===== src/rtl/reg_ctrl_pkg.sv =====
// Shared definitions for the register control sequencer: opcode values,
// FSM state encoding and small opcode classification helpers.
package reg_ctrl_pkg;

    typedef enum logic [1:0] {
        ST_IDLE = 2'd0,
        ST_RUN  = 2'd1,
        ST_FIN  = 2'd2
    } state_e;

    localparam logic [3:0] OP_NOP  = 4'd0;
    localparam logic [3:0] OP_CLR  = 4'd1;
    localparam logic [3:0] OP_LOAD = 4'd2;
    localparam logic [3:0] OP_INC  = 4'd3;
    localparam logic [3:0] OP_DEC  = 4'd4;
    localparam logic [3:0] OP_SHR  = 4'd5;
    localparam logic [3:0] OP_SHL  = 4'd6;
    localparam logic [3:0] OP_ROR  = 4'd7;
    localparam logic [3:0] OP_ROL  = 4'd8;
    localparam logic [3:0] OP_ASR  = 4'd9;

    // Opcodes 10..15 are reserved and rejected with an error pulse.
    function automatic logic op_is_legal(input logic [3:0] op);
        return (op <= OP_ASR);
    endfunction

    // Opcodes whose RUN length is taken from the repeat count.
    function automatic logic op_is_repeat(input logic [3:0] op);
        return ((op >= OP_INC) && (op <= OP_ASR));
    endfunction

endpackage


===== src/rtl/reg_ctrl_seq.sv =====
// Command sequencer driving the control strobes of an external shift/count
// register. A command is accepted in IDLE, its strobe is issued for the
// required number of RUN cycles, and FIN reports completion for one cycle.
module reg_ctrl_seq
    import reg_ctrl_pkg::*;
#(
    parameter int DATA_WIDTH = 16,
    parameter int CNT_WIDTH  = 4
) (
    input  logic                  clk,
    input  logic                  rst_n,
    input  logic                  cmd_valid,
    output logic                  cmd_ready,
    input  logic [3:0]            cmd_op,
    input  logic [CNT_WIDTH-1:0]  cmd_cnt,
    input  logic [DATA_WIDTH-1:0] cmd_data,
    input  logic                  cmd_fill,
    input  logic                  abort,
    input  logic [DATA_WIDTH-1:0] reg_q,
    output logic                  cl,
    output logic                  ld,
    output logic                  inc,
    output logic                  dec,
    output logic                  sr,
    output logic                  sl,
    output logic                  ir,
    output logic                  il,
    output logic [DATA_WIDTH-1:0] din,
    output logic                  busy,
    output logic                  done,
    output logic                  err
);

    state_e                  state_q, state_d;
    logic [CNT_WIDTH-1:0]    cnt_q, cnt_d;
    logic [3:0]              op_q;
    logic [DATA_WIDTH-1:0]   data_q;
    logic                    fill_q;
    logic                    err_q;
    logic                    accept_s;
    logic                    reg_mid_unused_s;

    assign accept_s = cmd_valid && (state_q == ST_IDLE);

    // Only the end bits of the register feed the serial inputs.
    assign reg_mid_unused_s = ^reg_q;

    // State and remaining-count registers.
    always_ff @(posedge clk or negedge rst_n) begin
        if (!rst_n) begin
            state_q <= ST_IDLE;
            cnt_q   <= '0;
        end else begin
            state_q <= state_d;
            cnt_q   <= cnt_d;
        end
    end

    // Command latch and illegal-opcode pulse register.
    always_ff @(posedge clk or negedge rst_n) begin
        if (!rst_n) begin
            op_q   <= OP_NOP;
            data_q <= '0;
            fill_q <= 1'b0;
            err_q  <= 1'b0;
        end else begin
            err_q <= accept_s && !op_is_legal(cmd_op);
            if (accept_s) begin
                op_q   <= cmd_op;
                data_q <= cmd_data;
                fill_q <= cmd_fill;
            end else begin
                op_q   <= op_q;
                data_q <= data_q;
                fill_q <= fill_q;
            end
        end
    end

    // Next state and counter: CLR/LOAD run once, repeat ops run cnt times,
    // NOP or a zero count goes straight to FIN; abort returns to IDLE.
    always_comb begin
        state_d = state_q;
        cnt_d   = cnt_q;
        case (state_q)
            ST_IDLE: begin
                if (!accept_s) begin
                    state_d = ST_IDLE;
                end else if (!op_is_legal(cmd_op)) begin
                    state_d = ST_IDLE;
                end else if ((cmd_op == OP_CLR) || (cmd_op == OP_LOAD)) begin
                    state_d = ST_RUN;
                    cnt_d   = CNT_WIDTH'(1);
                end else if (op_is_repeat(cmd_op) && (cmd_cnt != '0)) begin
                    state_d = ST_RUN;
                    cnt_d   = cmd_cnt;
                end else begin
                    state_d = ST_FIN;
                    cnt_d   = '0;
                end
            end
            ST_RUN: begin
                if (abort) begin
                    state_d = ST_IDLE;
                    cnt_d   = '0;
                end else if (cnt_q <= CNT_WIDTH'(1)) begin
                    state_d = ST_FIN;
                    cnt_d   = '0;
                end else begin
                    state_d = ST_RUN;
                    cnt_d   = cnt_q - CNT_WIDTH'(1);
                end
            end
            ST_FIN: begin
                state_d = ST_IDLE;
                cnt_d   = '0;
            end
            default: begin
                state_d = ST_IDLE;
                cnt_d   = '0;
            end
        endcase
    end

    // Strobe and serial-bit decode from the latched opcode, active only in RUN.
    always_comb begin
        cl  = 1'b0;
        ld  = 1'b0;
        inc = 1'b0;
        dec = 1'b0;
        sr  = 1'b0;
        sl  = 1'b0;
        ir  = 1'b0;
        il  = 1'b0;
        if (state_q == ST_RUN) begin
            case (op_q)
                OP_CLR:  cl = 1'b1;
                OP_LOAD: ld = 1'b1;
                OP_INC:  inc = 1'b1;
                OP_DEC:  dec = 1'b1;
                OP_SHR:  begin sr = 1'b1; ir = fill_q;               end
                OP_ROR:  begin sr = 1'b1; ir = reg_q[0];             end
                OP_ASR:  begin sr = 1'b1; ir = reg_q[DATA_WIDTH-1];  end
                OP_SHL:  begin sl = 1'b1; il = fill_q;               end
                OP_ROL:  begin sl = 1'b1; il = reg_q[DATA_WIDTH-1];  end
                default: begin sr = 1'b0; sl = 1'b0;                 end
            endcase
        end else begin
            ir = 1'b0;
            il = 1'b0;
        end
    end

    assign cmd_ready = (state_q == ST_IDLE);
    assign busy      = (state_q == ST_RUN) || (state_q == ST_FIN);
    assign done      = (state_q == ST_FIN);
    assign err       = err_q;
    assign din       = data_q;

endmodule


===== config.mk =====
export PLATFORM = sky130hd
export DESIGN_NAME = reg_ctrl_seq
export DESIGN_NICKNAME = d
export VERILOG_FILES = /design/src/rtl/reg_ctrl_pkg.sv /design/src/rtl/reg_ctrl_seq.sv
export SDC_FILE = /design/constraint.sdc
export NUM_CORES = 1
export LEC_CHECK = 0
export CAP_MARGIN = 0
export CORE_MARGIN = 4
export CORE_UTILIZATION = 43
export DETAILED_ROUTE_END_ITERATION = 7
export GPL_ROUTABILITY_DRIVEN = 0
export PLACE_DENSITY = 0.93
export SLEW_MARGIN = 20
export SYNTH_ARGS = -nofsm -noshare
export SYNTH_HDL_FRONTEND = slang
export SYNTH_SLANG_ARGS = --single-unit

===== constraint.sdc =====
create_clock -name clk -period 3.3 [get_ports clk]
set_input_delay 0.825 -clock clk [delete_from_list [all_inputs] [get_ports clk]]
set_output_delay 0.825 -clock clk [all_outputs]
set_load 0.01 [all_outputs]

### Word level (Yosys, flattened, before mapping)

Cells that the tools add are included.

| storage, ports and cells | value |
|---|---|
| bits of input ports | 45 |
| register bits | 28 |
| output and inout port bits | 28 |

| cells by class | value |
|---|---|
| muxes and demuxes | 30 |
| order comparisons | 3 |
| equality and inequality tests | 15 |
| reduce and logical (&&, ||, !) cells | 12 |
| add/sub/neg operators | 1 |

Operators by type and width:

| operator | count |
|---|---|
| 4-bit 2-to-1 mux | 6 |
| 4-bit by 3-bit == test with 1-bit output, second input constant | 4 |
| 1-bit 2-to-1 mux | 14 |
| 4-bit by 2-bit == test with 1-bit output, second input constant | 3 |
| 2-bit 2-to-1 mux | 6 |
| 4-bit by 1-bit == test with 1-bit output, second input constant | 2 |
| 4-bit == test, second input constant | 2 |
| 4-bit one-hot mux with 2 select lines | 1 |
| 4-bit by 2-bit >= comparator with 1-bit output, second input constant | 1 |
| 4-bit by 1-bit <= comparator with 1-bit output, second input constant | 1 |
| 4-bit <= comparator, second input constant | 1 |
| 1-bit logical AND | 4 |
| 2-bit by 1-bit != test with 1-bit output, second input constant | 2 |
| 2-bit one-hot mux with 2 select lines | 1 |
| 4-bit nonzero test | 1 |
| 4-bit by 1-bit subtractor with 4-bit output, second input constant | 1 |
| 1-bit one-hot mux with 3 select lines | 1 |
| 3-bit OR reduction | 1 |
| 2-bit by 1-bit == test with 1-bit output, second input constant | 1 |
| 2-bit == test, second input constant | 1 |
| 2-bit zero test | 1 |
| 1-bit logical OR | 2 |
| 1-bit one-hot mux with 2 select lines | 1 |
| 2-bit AND reduction | 1 |
| 2 further kinds | 2 |

### Logic depth before layout (Yosys ltp)

| depth | value |
|---|---|
| depth after elaboration | 8 |
| mapped depth | 7 |
| mapped depth without buffers | 6 |

### Worst setup path before layout

No wires, ideal clock.

| timing path | value |
|---|---|
| path kind | register -> output |
| start point | reg op_q[1] |
| end point | out ir |
| stages on the path, launching flop included | 6 |
| arrival time | 1214 ps |
| required time | 2475 ps |
| path slack | 1261 ps |
| path buffers | 1 |
| cell sequence | dfrtp_1 clkbuf_1 nor2_1 nand2_1 a21oi_1 o21a_1 |

| between the ends | value |
|---|---|
| cells in the longest elaborated chain, start to end | 3 |
| elaborated cells on any way between the ends | 5 |
| classes of those cells | 3 x eq/ne; 2 x mux |

RTL lines:

| what | line | text |
|---|---|---|
| from (decl) | reg_ctrl_seq.sv:36 | `logic [3:0] op_q;` |
| from (signal assigned) | reg_ctrl_seq.sv:69 | `op_q <= cmd_op;` |
| from (signal assigned) | reg_ctrl_seq.sv:73 | `op_q <= op_q;` |
| 4-bit == test / 4-bit by 3-bit == test with 1-bit output (equally long branches) | reg_ctrl_seq.sv:136 | `case (op_q)` |
| 1-bit one-hot mux with 3 select lines (*) | reg_ctrl_seq.sv:136 |  |
| 1-bit 2-to-1 mux (*) | reg_ctrl_seq.sv:135 | `if (state_q == ST_RUN) begin` |
| to (decl) | reg_ctrl_seq.sv:26 | `output logic ir,` |

Every way passes the cells marked *; elsewhere a longest branch is shown, timed or not.

### Worst setup path in the final report

| timing path | value |
|---|---|
| start point | in reg_q[15] |
| end point | out ir |

| between the ends | value |
|---|---|
| cells in the longest elaborated chain, start to end | 2 |

RTL lines:

| what | line | text |
|---|---|---|
| from (decl) | reg_ctrl_seq.sv:19 | `input logic [DATA_WIDTH-1:0] reg_q,` |
| 1-bit one-hot mux with 3 select lines | reg_ctrl_seq.sv:136 |  |
| 1-bit 2-to-1 mux | reg_ctrl_seq.sv:135 |  |

No other way between the ends.

==> results <==
-- layout make-up --
cell class / count / area, um2 / share of cell area
clock buffer: 3 / 22.5 / 0.0107
timing repair buffer: 60 / 596 / 0.283
inverter: 5 / 18.8 / 0.00892
sequential: 28 / 701 / 0.333
multi-input combinational: 89 / 711 / 0.338
tap: 44 / 55.1 / 0.0262
-- cells in the mapped netlist, types with 2 or more instances --
| cell type | n | area [um2] |
|---|---|---|
| sky130_fd_sc_hd__a21oi_1 | 6 | 30.0 |
| sky130_fd_sc_hd__o21ai_0 | 2 | 10.0 |
| sky130_fd_sc_hd__nor2_1 | 5 | 18.8 |
| sky130_fd_sc_hd__dfrtp_1 | 28 | 701 |
| sky130_fd_sc_hd__nand2b_1 | 5 | 31.3 |
| sky130_fd_sc_hd__inv_1 | 5 | 18.8 |
| sky130_fd_sc_hd__nor2b_1 | 2 | 12.5 |
| sky130_fd_sc_hd__mux2_2 | 21 | 236 |
| sky130_fd_sc_hd__nor3_1 | 2 | 10.0 |
| sky130_fd_sc_hd__and3_1 | 2 | 12.5 |
| sky130_fd_sc_hd__ha_1 | 5 | 62.6 |
| sky130_fd_sc_hd__nand2_1 | 11 | 41.3 |
| sky130_fd_sc_hd__nor4b_1 | 2 | 17.5 |
| sky130_fd_sc_hd__clkbuf_1 | 2 | 7.51 |
| sky130_fd_sc_hd__nand3_1 | 4 | 20.0 |
-- flip-flops by register name, summed over array words and instances, names as in the netlist --
signal / cells
cnt_q: 4
op_q: 4
fill_q: 1
state_q: 2
err: 1
din: 16
-- stage by stage --
stage | utilization | hold slack [ns] | cells
after floorplan | - | 0.480 | 126
after global placement | 0.665 | 0.490 | 226
after detailed placement | 0.665 | 0.497 | 226
after CTS | 0.672 | 0.528 | 229
after global routing | 0.672 | 0.552 | 229
final | 0.672 | 0.522 | 229
-- how the worst min path moves through the flow --
stage                     endpoint  slack (ns)  depth (start not counted)
after floorplan           cnt_q[1]        0.48                          2
after global placement      din[4]        0.49                          1
after detailed placement    din[4]        0.50                          1
after CTS                   din[8]        0.53                          1
after global routing        din[8]        0.55                          1
final                       din[4]        0.52                          1
-- critical path: stages --
cell and delay, ns:
sky130_fd_sc_hd__clkdlybuf4s50_1 0.49, sky130_fd_sc_hd__nand3b_1 0.08, sky130_fd_sc_hd__a21oi_1 0.15, sky130_fd_sc_hd__o21a_1 0.15
sky130_fd_sc_hd__clkdlybuf4s50_1 0.53
-- layer usage --
| metal | part of all wire | vias up |
|---|---|---|
| met4 | 0.0079 | 0 |
| met5 | 0 | - |
| met3 | 0.063 | 2 |
| li1 | - | 571 |
| met1 | 0.42 | 564 |
| met2 | 0.51 | 38 |
-- power groups by stage --
| stage | clock, mW | combinational, mW | sequential, mW |
|---|---|---|---|
| after floorplan | 0 | 0.367 | 0.607 |
| after global placement | 0 | 0.692 | 0.588 |
| after detailed placement | 0 | 0.726 | 0.603 |
| after CTS | 0.142 | 0.729 | 0.596 |
| after global routing | 0.164 | 0.776 | 0.620 |
| final | 0.135 | 0.718 | 0.596 |
-- logic make-up after synthesis --
logic type / after synthesis
xor gates and xnor gates: 1
adders and majority gates: 5
AOI/OAI and AO/OA: 22
muxes: 21
and+or+nand+nor: 40
DFF: 28
buffers and inverters: 9
==> impl.org <==
** Outcome
- Status :: finished, final reports clean

** Setup path
- Start point of the critical path :: reg_q[15]
- Worst reg2reg startpoint :: state_q[1]
- Worst reg-to-reg path cell count :: 5
- Worst Path Required :: 2.47 ns
- Reg-to-reg critical path endpoint :: din[1]
- Setup slack on the worst reg-to-reg path comes out at 1.44 ns.
- Peak fanout along the critical path :: 2
- Crit path capture type :: output port
- STA classifies the critical path startpoint as an input port.
- In this run the worst setup path terminates at ir.
- Data arrival at the endpoint of the critical path :: 2.23 ns
- The worst setup path is of the input port to output port kind.

** Timing
- For the pin with the worst max-slew slack, the measured transition is 0.427 ns.
- TNS Setup :: 0 ns
- Dividing the final minimum period by the clock period gives 0.925.
- The worst pin sits at a relative slew slack of 0.715.
- On the final layout, the worst clock skew is 0.00279 ns.
- Final worst-path setup slack :: 0.247 ns
- Setup violations remaining at the end of the flow were counted as 0.
- Setup repair after global routing left no endpoint under its margin.
- The final hold violation count was 0.
- Min Tclk post-route :: 3.05 ns
- Timing would allow up to 328 MHz.
- Number of pins exceeding their max-slew limit in the final report :: 0

** Clock network
- Number of levels in the clock H-tree :: 1
- Count of cells resized by post-cts repair :: 0
- The later pin in the worst-skew pair is clocked with a latency of 0.31 ns.
- CTS tree :: yes
- In this run the deepest clock path goes through 2 buffers.
- Total clock sinks :: 28
- Number of buffers created by CTS :: 3
- Number of buffers added for setup after CTS :: 0
- Clock-pin slew was measured on the worst setup and hold paths at 0.14 ns.
- In this run, post-CTS hold repair placed 0 buffers.
- Library cell used as clock root buffer :: sky130_fd_sc_hd__clkbuf_4

** Synthesis
- Unique cell type count in the Yosys netlist :: 39
- Compound-Gate Fraction of Synth Area :: 0.118
- In the synthesized netlist the async set-or-reset flop fraction comes to 1.00.
- Number of warning messages in the yosys log :: 0
- For this run, the register share of the synthesized area comes to 0.483.
- Of the total synthesized cell area, the portion taken by full adders, half adders and majority gates is 0.0431.
- Of the total synthesized cell area, the portion taken by AND, OR, NAND and NOR gates is 0.160.
- Yosys mapped a number of flops with a built-in enable equal to 0.
- In this run the cell area of the synthesized design comes to 1450 um2.
- For this run, the leading register cell type out of synthesis is sky130_fd_sc_hd__dfrtp_1.
- The average instance in the mapped netlist occupies 11.5 um2.
- Number of instances in the synthesized netlist :: 126
- After synthesis, the largest family of logic cells by area is multiplexers.
- The number of nets in the synthesized netlist is 176.
- After synthesis the netlist holds a flip-flop and latch count of 28.
- After synthesis, the share of cell area in mux cells is 0.163.
- XOR/XNOR share of the synthesized area :: 0.00604

** Global route
- In the global route stage, met2 resource usage came out at 0.315.
- Total overflow reported by the global router :: 0
- Entering global routing, the biggest net connects 29 pins.
- The number of global-route vias before repair is 1228.
- For this run, global-route usage on met1 was measured as 0.191.
- Wire length of the first global-routing pass :: 5610 um
- After global routing, the most crowded layer is met2.
- Global-route usage over all layers :: 0.166
- Antenna violations before repair :: 0
- In the global route stage, met3 resource usage came out at 0.0289.

** Route
- Overall via count from detail_route :: 1175
- The routed design has 3400 um of wire.
- Count of antenna-violating nets left after detailed routing :: 0
- Using the TritonRoute via totals, the vias-per-cell ratio works out to 5.13.
- After detailed routing, the average wire length per cell comes to 14.8 um.
- The first detailed-routing pass ran for 2 iterations.
- Number of design-rule violations left by the first detailed-router iteration :: 45
- DRC Markers :: 0

** Cells and area
- Counting the fill cells in the layout gives 241.
- Final #Nets :: 237
- 0 antenna diodes ended up in the layout.
- Synthesis-to-layout area growth :: 45.0%
- Share of final-layout standard cells stronger than drive strength 1 :: 0.184
- The library cell used most frequently in the layout, excluding fill and tap cells, is sky130_fd_sc_hd__clkdlybuf4s50_1.
- In the layout the commonest cells are sky130_fd_sc_hd__clkdlybuf4s50_1 (58), sky130_fd_sc_hd__dfrtp_1 (28), sky130_fd_sc_hd__mux2_2 (21).
- Fin area :: 2100 um2

** Die
- Pin placement for this block handled 73 I/O pins.
- Die width :: 66.1 um
- Number of placement rows :: 20
- The floorplan step defined a die boundary enclosing 4370 um2.
- Starting density of the core :: 0.464
- In this run the standard cell core region covers 3130 um2.
- The die is 66.1 um tall.

** Pwr
- The design draws 1.45 mW.
- The share of total power dissipated in combinational logic is 0.496.
- Share of power burned in registers :: 0.411
- Int Pwr :: 946 uW
- Of the total power, the share spent switching nets is 0.347.
- Static leakage power :: 0.851 nW
- Pwr per Cell Area :: 689 nW/um2
- Share of total power in the clock network :: 0.093
- Switching power :: 502 uW
- Across the VDD grid, the largest voltage drop is 358 uV.

** Placed design
- Number of input and output port buffers inserted :: 58
- Detail Placement HPWL :: 2750 um
- Total placed instance area :: 2080 um2
- Post-Place Setup Slack :: 0.249 ns

** Worst hold path
- Worst Hold Launch :: din[4]
- Class of the most critical hold timing path :: register to register

** Flow run
- Max Cap Viol :: 0
(Power assumes the default switching activity.)
